$ cat config.mk
export PLATFORM = sky130hd
export DESIGN_NAME = sap_control_sequencer
export DESIGN_NICKNAME = d
export VERILOG_FILES = /design/src/rtl/sap_control_sequencer.sv
export SDC_FILE = /design/constraint.sdc
export NUM_CORES = 1
export LEC_CHECK = 0
export CORE_UTILIZATION = 32
export CTS_CLUSTER_SIZE = 14
export DETAILED_ROUTE_END_ITERATION = 10
export PLACE_DENSITY = 0.73
export REMOVE_ABC_BUFFERS = 1
export SLEW_MARGIN = 20
export SYNTH_ARGS = -nofsm -noshare
export SYNTH_HDL_FRONTEND = slang
export SYNTH_SLANG_ARGS = --single-unit
$ cat constraint.sdc
create_clock -name clk -period 1.2 [get_ports clk]
set_input_delay 0.12 -clock clk [delete_from_list [all_inputs] [get_ports clk]]
set_output_delay 0.12 -clock clk [all_outputs]
set_load 0.02 [all_outputs]
$ cat src/rtl/sap_control_sequencer.sv
// Microcoded T0-T4 control sequencer for the SAP 8-bit datapath.
// Optional macro SEQ_EARLY_RESET_EN: return to T0 right after each opcode's last active step.
module sap_control_sequencer (
    input  logic       clk,
    input  logic       rst,
    input  logic [3:0] opcode,
    input  logic [1:0] flags,
    output logic       co_n,
    output logic       ro_n,
    output logic       io_n,
    output logic       ao_n,
    output logic       eo_n,
    output logic       mi_n,
    output logic       ii_n,
    output logic       ai_n,
    output logic       bi_n,
    output logic       fi_n,
    output logic       j_n,
    output logic       ri,
    output logic       oi,
    output logic       ce,
    output logic       su,
    output logic       hlt,
    output logic [2:0] step
);

    localparam int unsigned STEP_W = 3;

    typedef enum logic [STEP_W-1:0] {
        T0 = 3'd0,
        T1 = 3'd1,
        T2 = 3'd2,
        T3 = 3'd3,
        T4 = 3'd4
    } step_t;

    localparam logic [3:0] OP_LDA = 4'h1;
    localparam logic [3:0] OP_ADD = 4'h2;
    localparam logic [3:0] OP_SUB = 4'h3;
    localparam logic [3:0] OP_STA = 4'h4;
    localparam logic [3:0] OP_LDI = 4'h5;
    localparam logic [3:0] OP_JMP = 4'h6;
    localparam logic [3:0] OP_JC  = 4'h7;
    localparam logic [3:0] OP_JZ  = 4'h8;
    localparam logic [3:0] OP_OUT = 4'hE;
    localparam logic [3:0] OP_HLT = 4'hF;

    step_t step_q;
    step_t step_inc;
    step_t last_step;
    logic  halted;

    // Final micro-step of the current instruction before wrapping to T0.
    always_comb begin
`ifdef SEQ_EARLY_RESET_EN
        case (opcode)
            OP_LDI, OP_JMP, OP_JC, OP_JZ, OP_OUT, OP_HLT: last_step = T2;
            OP_LDA, OP_STA:                               last_step = T3;
            OP_ADD, OP_SUB:                               last_step = T4;
            default:                                      last_step = T1;
        endcase
`else
        last_step = T4;
`endif
    end

    always_comb begin
        case (step_q)
            T0:      step_inc = T1;
            T1:      step_inc = T2;
            T2:      step_inc = T3;
            T3:      step_inc = T4;
            default: step_inc = T0;
        endcase
    end

    // Step counter; HLT in T2 freezes the counter until reset.
    always_ff @(posedge clk) begin
        if (rst) begin
            step_q <= T0;
            halted <= 1'b0;
        end else if (!halted) begin
            if (step_q == T2 && opcode == OP_HLT) begin
                halted <= 1'b1;
            end else if (step_q == last_step) begin
                step_q <= T0;
            end else begin
                step_q <= step_inc;
            end
        end
    end

    // Control word decode; reset forces every line inactive, including hlt.
    always_comb begin
        co_n = 1'b1;
        ro_n = 1'b1;
        io_n = 1'b1;
        ao_n = 1'b1;
        eo_n = 1'b1;
        mi_n = 1'b1;
        ii_n = 1'b1;
        ai_n = 1'b1;
        bi_n = 1'b1;
        fi_n = 1'b1;
        j_n  = 1'b1;
        ri   = 1'b0;
        oi   = 1'b0;
        ce   = 1'b0;
        su   = 1'b0;
        hlt  = 1'b0;
        if (!rst) begin
            if (halted) begin
                hlt = 1'b1;
            end else begin
                case (step_q)
                    T0: begin
                        co_n = 1'b0;
                        mi_n = 1'b0;
                    end
                    T1: begin
                        ro_n = 1'b0;
                        ii_n = 1'b0;
                        ce   = 1'b1;
                    end
                    T2: begin
                        case (opcode)
                            OP_LDA, OP_ADD, OP_SUB, OP_STA: begin
                                io_n = 1'b0;
                                mi_n = 1'b0;
                            end
                            OP_LDI: begin
                                io_n = 1'b0;
                                ai_n = 1'b0;
                            end
                            OP_JMP: begin
                                io_n = 1'b0;
                                j_n  = 1'b0;
                            end
                            OP_JC: begin
                                io_n = 1'b0;
                                j_n  = ~flags[0];
                            end
                            OP_JZ: begin
                                io_n = 1'b0;
                                j_n  = ~flags[1];
                            end
                            OP_OUT: begin
                                ao_n = 1'b0;
                                oi   = 1'b1;
                            end
                            OP_HLT: hlt = 1'b1;
                            default: ;
                        endcase
                    end
                    T3: begin
                        case (opcode)
                            OP_LDA: begin
                                ro_n = 1'b0;
                                ai_n = 1'b0;
                            end
                            OP_ADD, OP_SUB: begin
                                ro_n = 1'b0;
                                bi_n = 1'b0;
                            end
                            OP_STA: begin
                                ao_n = 1'b0;
                                ri   = 1'b1;
                            end
                            default: ;
                        endcase
                    end
                    T4: begin
                        if (opcode == OP_ADD || opcode == OP_SUB) begin
                            eo_n = 1'b0;
                            ai_n = 1'b0;
                            fi_n = 1'b0;
                            su   = (opcode == OP_SUB);
                        end
                    end
                    default: ;
                endcase
            end
        end
    end

    assign step = step_q;

endmodule

---- After elaboration in Yosys (flattened, before gate mapping) ----
Index checks and enable logic that the tools add are counted.
storage, ports and cells
  register bits after elaboration ......... 4
  bits in latches ......................... 0
  bits in writable memories ............... 0
  bits in read-only memories .............. 0
  bits of input ports ..................... 8
  output and inout bits ................... 19
  logic and storage cells ................. 91
  memories kept ........................... 0
cells by class
  add/sub/neg operators ................... 0
  multipliers ............................. 0
  div/mod/pow operators ................... 0
  order comparisons ....................... 0
  equality and inequality tests ........... 14
  shift-type cells ........................ 0
  mux-type cells .......................... 63
  bitwise gates (word level) .............. 4
  reduce and logical (&&, ||, !) cells .... 8
operators with widths
  kind                                            count
  two-way mux 1 bit                               56
  == test 4 x 3 -> 1 bit (second input constant)  4
  == test 4 bit (second input constant)           3
  one-hot mux 3 bit (4 select lines)              1
  == test 4 x 2 -> 1 bit (second input constant)  2
  OR reduction 8 bit                              1
  == test 3 x 2 -> 1 bit (second input constant)  2
  one-hot mux 1 bit (2 select lines)              3
  one-hot mux 1 bit (3 select lines)              2
  == test 4 x 1 -> 1 bit (second input constant)  1
  NOT 1 bit                                       4
  OR reduction 4 bit                              1
  == test 3 x 1 -> 1 bit (second input constant)  1
  == test 3 bit (second input constant)           1
  zero test 3 bit                                 1
  two-way mux 3 bit                               1
  OR reduction 3 bit                              1
  AND reduction 2 bit                             1
  OR reduction 2 bit                              1
  logical AND 1 bit                               1
  logical OR 1 bit                                1

---- Longest topological paths before layout ----
Gate-level depths: netlist of run 1.
  depth after elaboration ................. 6
  gate-level depth with buffers ........... 5
  mapped depth without buffers ............ 3

---- Least setup slack after synthesis of run 1 ----
Ideal clock, no wire load.
  kind .................................... reg-to-output
  start ................................... register step_q[1] (netlist: step[1])
  end ..................................... output oi
  arrival ................................. 1,549 ps
  required time ........................... 1,080 ps
  slack ................................... -469 ps
  stages on the path, launching flop included .. 4
  path buffers ............................ 0
  cells stage by stage .................... dfxtp_1 -> nor4b_4 -> and2b_1 -> nor3b_1
between the ends
  longest elaborated chain between the ends .. 4
ends and longest elaborated chain
  element                 line  RTL
  from (decl)             48    step_t step_q;
  from (signal assigned)  88    step_q <= step_inc;
  == test 3 x 2 -> 1 bit  115   case (step_q)
  two-way mux 1 bit       115
  two-way mux 1 bit       112   if (halted) begin
  two-way mux 1 bit       111   if (!rst) begin
  to (decl)               20    output logic oi,
No other way between the ends.

---- Final worst setup path of run 1 ----
  start ................................... register step_q[1] (netlist: step[1])
  end ..................................... output ro_n
between the ends
  longest elaborated chain between the ends .. 4
  elaborated cells on any way between the ends .. 5
  those cells by class .................... 2 x eq/ne; 3 x mux
ends and longest elaborated chain
  element                                                                  line  RTL
  == test 3 x 2 -> 1 bit / == test 3 x 1 -> 1 bit (equally long branches)  115
  one-hot mux 1 bit (2 select lines) (*)                                   115
  two-way mux 1 bit (*)                                                    112
  two-way mux 1 bit (*)                                                    111
  to (decl)                                                                9     output logic ro_n,
Mark *: on every way between the ends. The rest lies on a longest branch, timed or not.

==> results of run 1 <==
==> per-stage QoR <==
stage,cells,utilization,area [sq um]
5_1_grt,130,0.807,1050
4_1_cts,126,0.730,950
6_report,130,0.807,1050
2_1_floorplan,56,-,413
3_5_place_dp,118,0.653,850
3_3_place_gp,118,0.653,850
==> cells in the final DEF (no fill, tap or decap), types with 2 or more instances in the layout <==
cell / count
o21ai_0: 2
xnor2_1: 2
o21ai_2: 2
nand2_1: 7
o31a_1: 2
dlygate4sd2_1: 5
nand3_1: 2
dfxtp_4: 3
o21ba_2: 2
buf_2: 4
clkbuf_4: 3
buf_6: 14
nor2_2: 2
clkdlybuf4s50_1: 2
nand2_2: 2
nor3b_2: 2
inv_1: 2
clkbuf_2: 2
buf_4: 28
nor4_4: 2
==> metal layers <==
layer	track usage	up-vias	wire length [um]
li1	-	332	-
met1	0.276	317	844
met2	0.533	28	1040
met3	0.0568	4	93
met4	0.112	0	44
met5	0	-	0
==> final timing paths <==
path,to,from,slack (ns),cells after the start
setup / recovery,ro_n,step[1],-0.37,4
hold reg to reg,halted,halted,0.67,2
hold / removal,step[0],rst,0.41,2
setup reg to reg,step[2],step[2],-0.34,8
==> sequential cells by signal (all words and copies together) (netlist names) <==
| register | flops |
|---|---|
| step | 3 |
| halted | 1 |
==> final cells by class <==
cell class,count,area [sq um]
inverters,3,11.3
well taps,15,18.8
clock buffers,3,22.5
multi-input cells,49,433
repair buffers,56,472
fillers,83,251
flip-flops and latches,4,92.6
==> timing repair <==
action,CTS,global route
hold buffers,0,0
setup buffers,5,4
resized for setup,109,32
pin swaps,7,9
setup endpoints to repair,20,21
==> logic make-up (layout without fill, tap and decap cells) <==
group                  Yosys count  after routing  share of synthesized area
XOR/XNOR                         3              3                     0.0583
AND/OR/NAND/NOR                 34             34                      0.472
buffers and inverters            9             62                      0.108
flip-flops                       4              4                      0.178
AO/OA/AOI/OAI                   12             12                      0.183
==> power by group <==
part,switching [mW],leakage [nW],internal [mW]
sequential,0.0150,0.0353,0.141
clock,0.0596,0.0138,0.112
combinational,0.163,0.414,0.183
total,0.237,0.463,0.436
==> qor.csv, run 1 <==
stage;metric;value;unit
yosys;ys_seq_area_frac;0.178;
grt;grt_pass1_vias;639;
sta;fin_hold_ws;0.410;ns
sta;relSlewSlack;0.755;
detailed_routing;postRouteAntennaNets;0;
worst_setup_path;worst-path-buf-inv;2;
run;maxCapViolCount;0;
clock_tree;cts-root-buf;clkbuf_4;
detailed_routing;drt-initial-drc-count;10;
floorplan;chipHeight;39.5;um
yosys;synth_commonest_cells;nand2_1, dfxtp_1, o21ai_0;
detailed_routing;drt-total-wl;2030;um
worst_setup_path;cp_slowest_stage_delay;0.49;ns
detailed_routing;drc;0;
pwr;leakagePower;0.463;nW
detailed_routing;post_drt_wl_per_cell;15.6;um
worst_setup_path;critPathArrivalTime;1.45;ns
sta;hold_viol_final;0;
sta;finClkSkew;0.00229;ns
floorplan;ios;27;
clock_tree;clkTransAtPathRegs;0.04;ns
cells_and_area;diodes;0;
yosys;synth_top_cell_by_area;dfxtp_1;
clock_tree;clk_latency;0.24;ns
floorplan;start_util;0.346;
outcome;outcome;finished with violations;
clock_tree;clk_path_buf_depth;2;
pwr;powerDensity;641;nW/um^2
clock_tree;cts_max_level;1;
worst_setup_path;end_kind;output pin;
yosys;synthArstFlopShare;0;
yosys;ys_ff_latch;4;
yosys;synth_area;450;sq um
floorplan;row_count;13;
place;gp_congestion;0.776;
pwr;peakVddDrop;606;uV
yosys;synthDistinctLibCells;33;
worst_setup_path;crit_path_cell_trace;buf_6 -> o31a_1 -> or4_4 -> buf_6;
worst_setup_path;path_delay_family;simple AND/OR/NAND/NOR gates;
worst_setup_path;cp.required;1.08;ns
worst_setup_path;crit_slowest_cell;or4_4;
sta;finalMaxSlewViolations;0;
worst_setup_path;crit_fanout;4;
detailed_routing;vias;681;
worst_setup_path;criticalPathCategory;reg -> out;
clock_tree;cts_buffers;3;
grt;antenna_found_initial;0;
yosys;postSynthCellCount;62;
sta;tightest_slew;0.367;ns
detailed_routing;drt-vias-per-instance;5.24;
yosys;synth-warning-count;0;
clock_tree;cts_tree;built;
yosys;synth-edff-count;0;
yosys;synth_top_area_share;0.178;
worst_setup_path;worst_path_most_repeated_cell;buf_6;
detailed_routing;drt_pass1_iterations;2;
grt;grt_pass1_wl;2820;um
sta;setup_viol;18;
cells_and_area;area_delta_synth_final;133;%
grt;grt_overflow;0;
yosys;ys.flop_type;dfxtp_1;
sta;fin_crit_sh;1.31;
place;dp_hpwl;1110;um
cells_and_area;layout-drive-gt1-share;0.704;
grt;grt_max_degree;10;
sta;worst_slack;-0.373;ns
sta;fmax;636;MHz
grt;track_usage;0.275;
yosys;synth.most_common_cell;nand2_1;
sta;rsz0062_at_grt;yes;
clock_tree;clkSinkCount;4;
place;pre_cts_slack;-0.937;ns
cells_and_area;nNetsFinal;125;
worst_setup_path;cp-start-kind;flop;
floorplan;core;1300;sq um
worst_hold_path;hp-class;in -> reg;
outcome;failed_checks;negative setup slack;
floorplan;dieArea;1560;sq um
sta;finalWorstPathRequiredPeriod;1.57;ns
place;port_buffers;26;
pwr;p_total;673;uW
sta;tns;-4.83;ns
yosys;synth.area.top_cells;dfxtp_1, nand2_1, nor4b_4, o21ai_0, o21ba_2;
floorplan;die_w;39.5;um
yosys;syn_area_per_cell;7.27;sq um
(Power assumes the default switching activity.)
==> run 2, diff against run 1 <==
--- a/config.mk
+++ b/config.mk
@@ -5,10 +5,11 @@
 export SDC_FILE = /design/constraint.sdc
 export NUM_CORES = 1
 export LEC_CHECK = 0
-export CORE_UTILIZATION = 32
-export CTS_CLUSTER_SIZE = 14
+export CORE_AREA = 2 2 39 41
+export CTS_CLUSTER_SIZE = 20
 export DETAILED_ROUTE_END_ITERATION = 10
-export PLACE_DENSITY = 0.73
+export DIE_AREA = 0 0 41 43
+export PLACE_DENSITY = 0.74
 export REMOVE_ABC_BUFFERS = 1
 export SLEW_MARGIN = 20
 export SYNTH_ARGS = -nofsm -noshare
==> constraint.sdc (replaced) <==
create_clock -name clk -period 1.8 [get_ports clk]
set_input_delay 0.18 -clock clk [delete_from_list [all_inputs] [get_ports clk]]
set_output_delay 0.18 -clock clk [all_outputs]
set_load 0.02 [all_outputs]
==> qor.csv, run 2 (same netlist as run 1, synthesis figures left out) <==
stage;metric;value;unit
outcome;outcome;completed;
grt;antenna_found_initial;0;
detailed_routing;drt_pass1_iterations;4;
detailed_routing;drt-vias-per-instance;4.92;
sta;worst_slack;0.0385;ns
detailed_routing;drt-initial-drc-count;8;
run;maxCapViolCount;0;
sta;tightest_slew;0.269;ns
floorplan;ios;27;
sta;fin_crit_sh;0.979;
worst_setup_path;critPathArrivalTime;1.58;ns
worst_setup_path;cp.required;1.62;ns
clock_tree;cts-root-buf;clkbuf_4;
worst_setup_path;rr_worst_depth;4;
worst_setup_path;critical_path.endpoint;ro_n;
floorplan;start_util;0.325;
grt;grt_overflow;0;
detailed_routing;drt-total-wl;1550;um
sta;fmax;568;MHz
pwr;peakVddDrop;627;uV
clock_tree;cts_max_level;1;
worst_setup_path;cp-start-kind;primary input;
floorplan;die_w;41;um
worst_hold_path;min_path_cells;2;
worst_setup_path;rr_startpoint;step[2];
place;placed_cell_area;881;sq um
clock_tree;clkTransAtPathRegs;0.04;ns
cells_and_area;final_area;901;sq um
clock_tree;clk_latency;0.22;ns
place;gp_congestion;0.845;
cells_and_area;nNetsFinal;122;
place;port_buffers;26;
grt;grt_pass1_vias;589;
floorplan;row_count;14;
worst_hold_path;hp-class;in -> reg;
clock_tree;holdBufCountCts;0;
sta;tns;0;ns
sta;hold_viol_final;0;
worst_setup_path;reg2reg_to;step[1];
cells_and_area;largest_register_ffs;3;
place;pre_cts_slack;-0.450;ns
detailed_routing;drc;0;
clock_tree;cts_tree;built;
pwr;p_total;386;uW
sta;finalMaxSlewViolations;0;
cells_and_area;layout_commonest_cell;buf_4;
clock_tree;clkSinkCount;4;
sta;rsz0062_at_grt;no;
cells_and_area;diodes;0;
pwr;leakagePower;0.409;nW
cells_and_area;final_cell_mix;buf_4, dlygate4sd2_1, nand2_1;
sta;finClkSkew;0.00305;ns
clock_tree;clk_path_buf_depth;2;
cells_and_area;area_delta_synth_final;100;%
floorplan;dieArea;1760;sq um
sta;setup_viol;0;
pwr;powerDensity;428;nW/um^2
floorplan;chipHeight;43;um
sta;finalWorstPathRequiredPeriod;1.76;ns
grt;track_usage;0.189;
grt;grt_pass1_wl;2370;um
floorplan;core;1380;sq um
cells_and_area;layout-drive-gt1-share;0.438;
worst_setup_path;critPathLaunch;opcode[0];
place;dp_hpwl;1210;um
cells_and_area;fillCellCount;139;
sta;relSlewSlack;0.819;
detailed_routing;post_drt_wl_per_cell;12.1;um
worst_setup_path;crit_fanout;3;
sta;fin_hold_ws;0.436;ns
detailed_routing;vias;630;
detailed_routing;postRouteAntennaNets;0;
clock_tree;cts_buffers;3;
worst_setup_path;rrSetupSlack;0.62;ns
worst_setup_path;end_kind;output pin;
grt;grt_max_degree;8;
worst_setup_path;criticalPathCategory;in -> out;
==> run 2: cell types whose count changed in the layout (fill, tap and decap cells not counted), sizes merged <==
| cell | before | now |
|---|---|---|
| buf | 46 | 30 |
| dlygate4sd2 | 5 | 12 |
| clkdlybuf4s50 | 2 | 6 |
| clkbuf | 5 | 6 |
| clkdlybuf4s15 | 1 | 2 |
==> run 2: how the worst min path moves through the flow <==
stage | slack [ns] | endpoint | from
3_3_place_gp | 0.64 | step[1] | step[1]
6_report | 0.44 | step[0] | rst
2_1_floorplan | 0.25 | step[1] | rst
3_5_place_dp | 0.65 | step[1] | step[1]
4_1_cts | 0.43 | step[0] | rst
5_1_grt | 0.45 | step[0] | rst
==> run 2: worst max-delay path, cell delays in order <==
cell             delay, ns
clkdlybuf4s50_1       0.53
nor2_2                0.07
o31a_1                0.24
or4_1                 0.39
buf_2                 0.17
==> run 2: routing by layer <==
metal  up-vias  part of all wire  track usage
li1        319                 -            -
met1       291              0.39        0.212
met2        20              0.55        0.359
met3         0             0.067       0.0209
met4         0                 0       0.0200
met5         -                 0            0
==> run 2: layout make-up <==
cell class	instances	area (sq um)	area share
timing repair buffer	53	418	0.464
clock buffer	3	22.5	0.0250
sequential	4	81.3	0.0903
multi-input combinational	49	348	0.386
inverter	3	11.3	0.0125
tap	16	20.0	0.0222
==> run 2: repair_timing <==
action	in CTS	in global routing
pin swaps	1	1
gates cloned	0	0
resized for setup	37	9
endpoints found under the setup margin	16	7
buffers inserted	2	0
==> run 2: power by group <==
group / internal, mW / switching [mW]
Combinational: 0.0956 / 0.0860
Sequential: 0.0951 / 0.00678
Clock: 0.0740 / 0.0284
==> run 2: through the flow <==
step                      utilization  std cells
after floorplan                     -         56
after global placement          0.637        123
after detailed placement        0.637        123
after CTS                       0.660        128
after global routing            0.651        128
final                           0.651        128
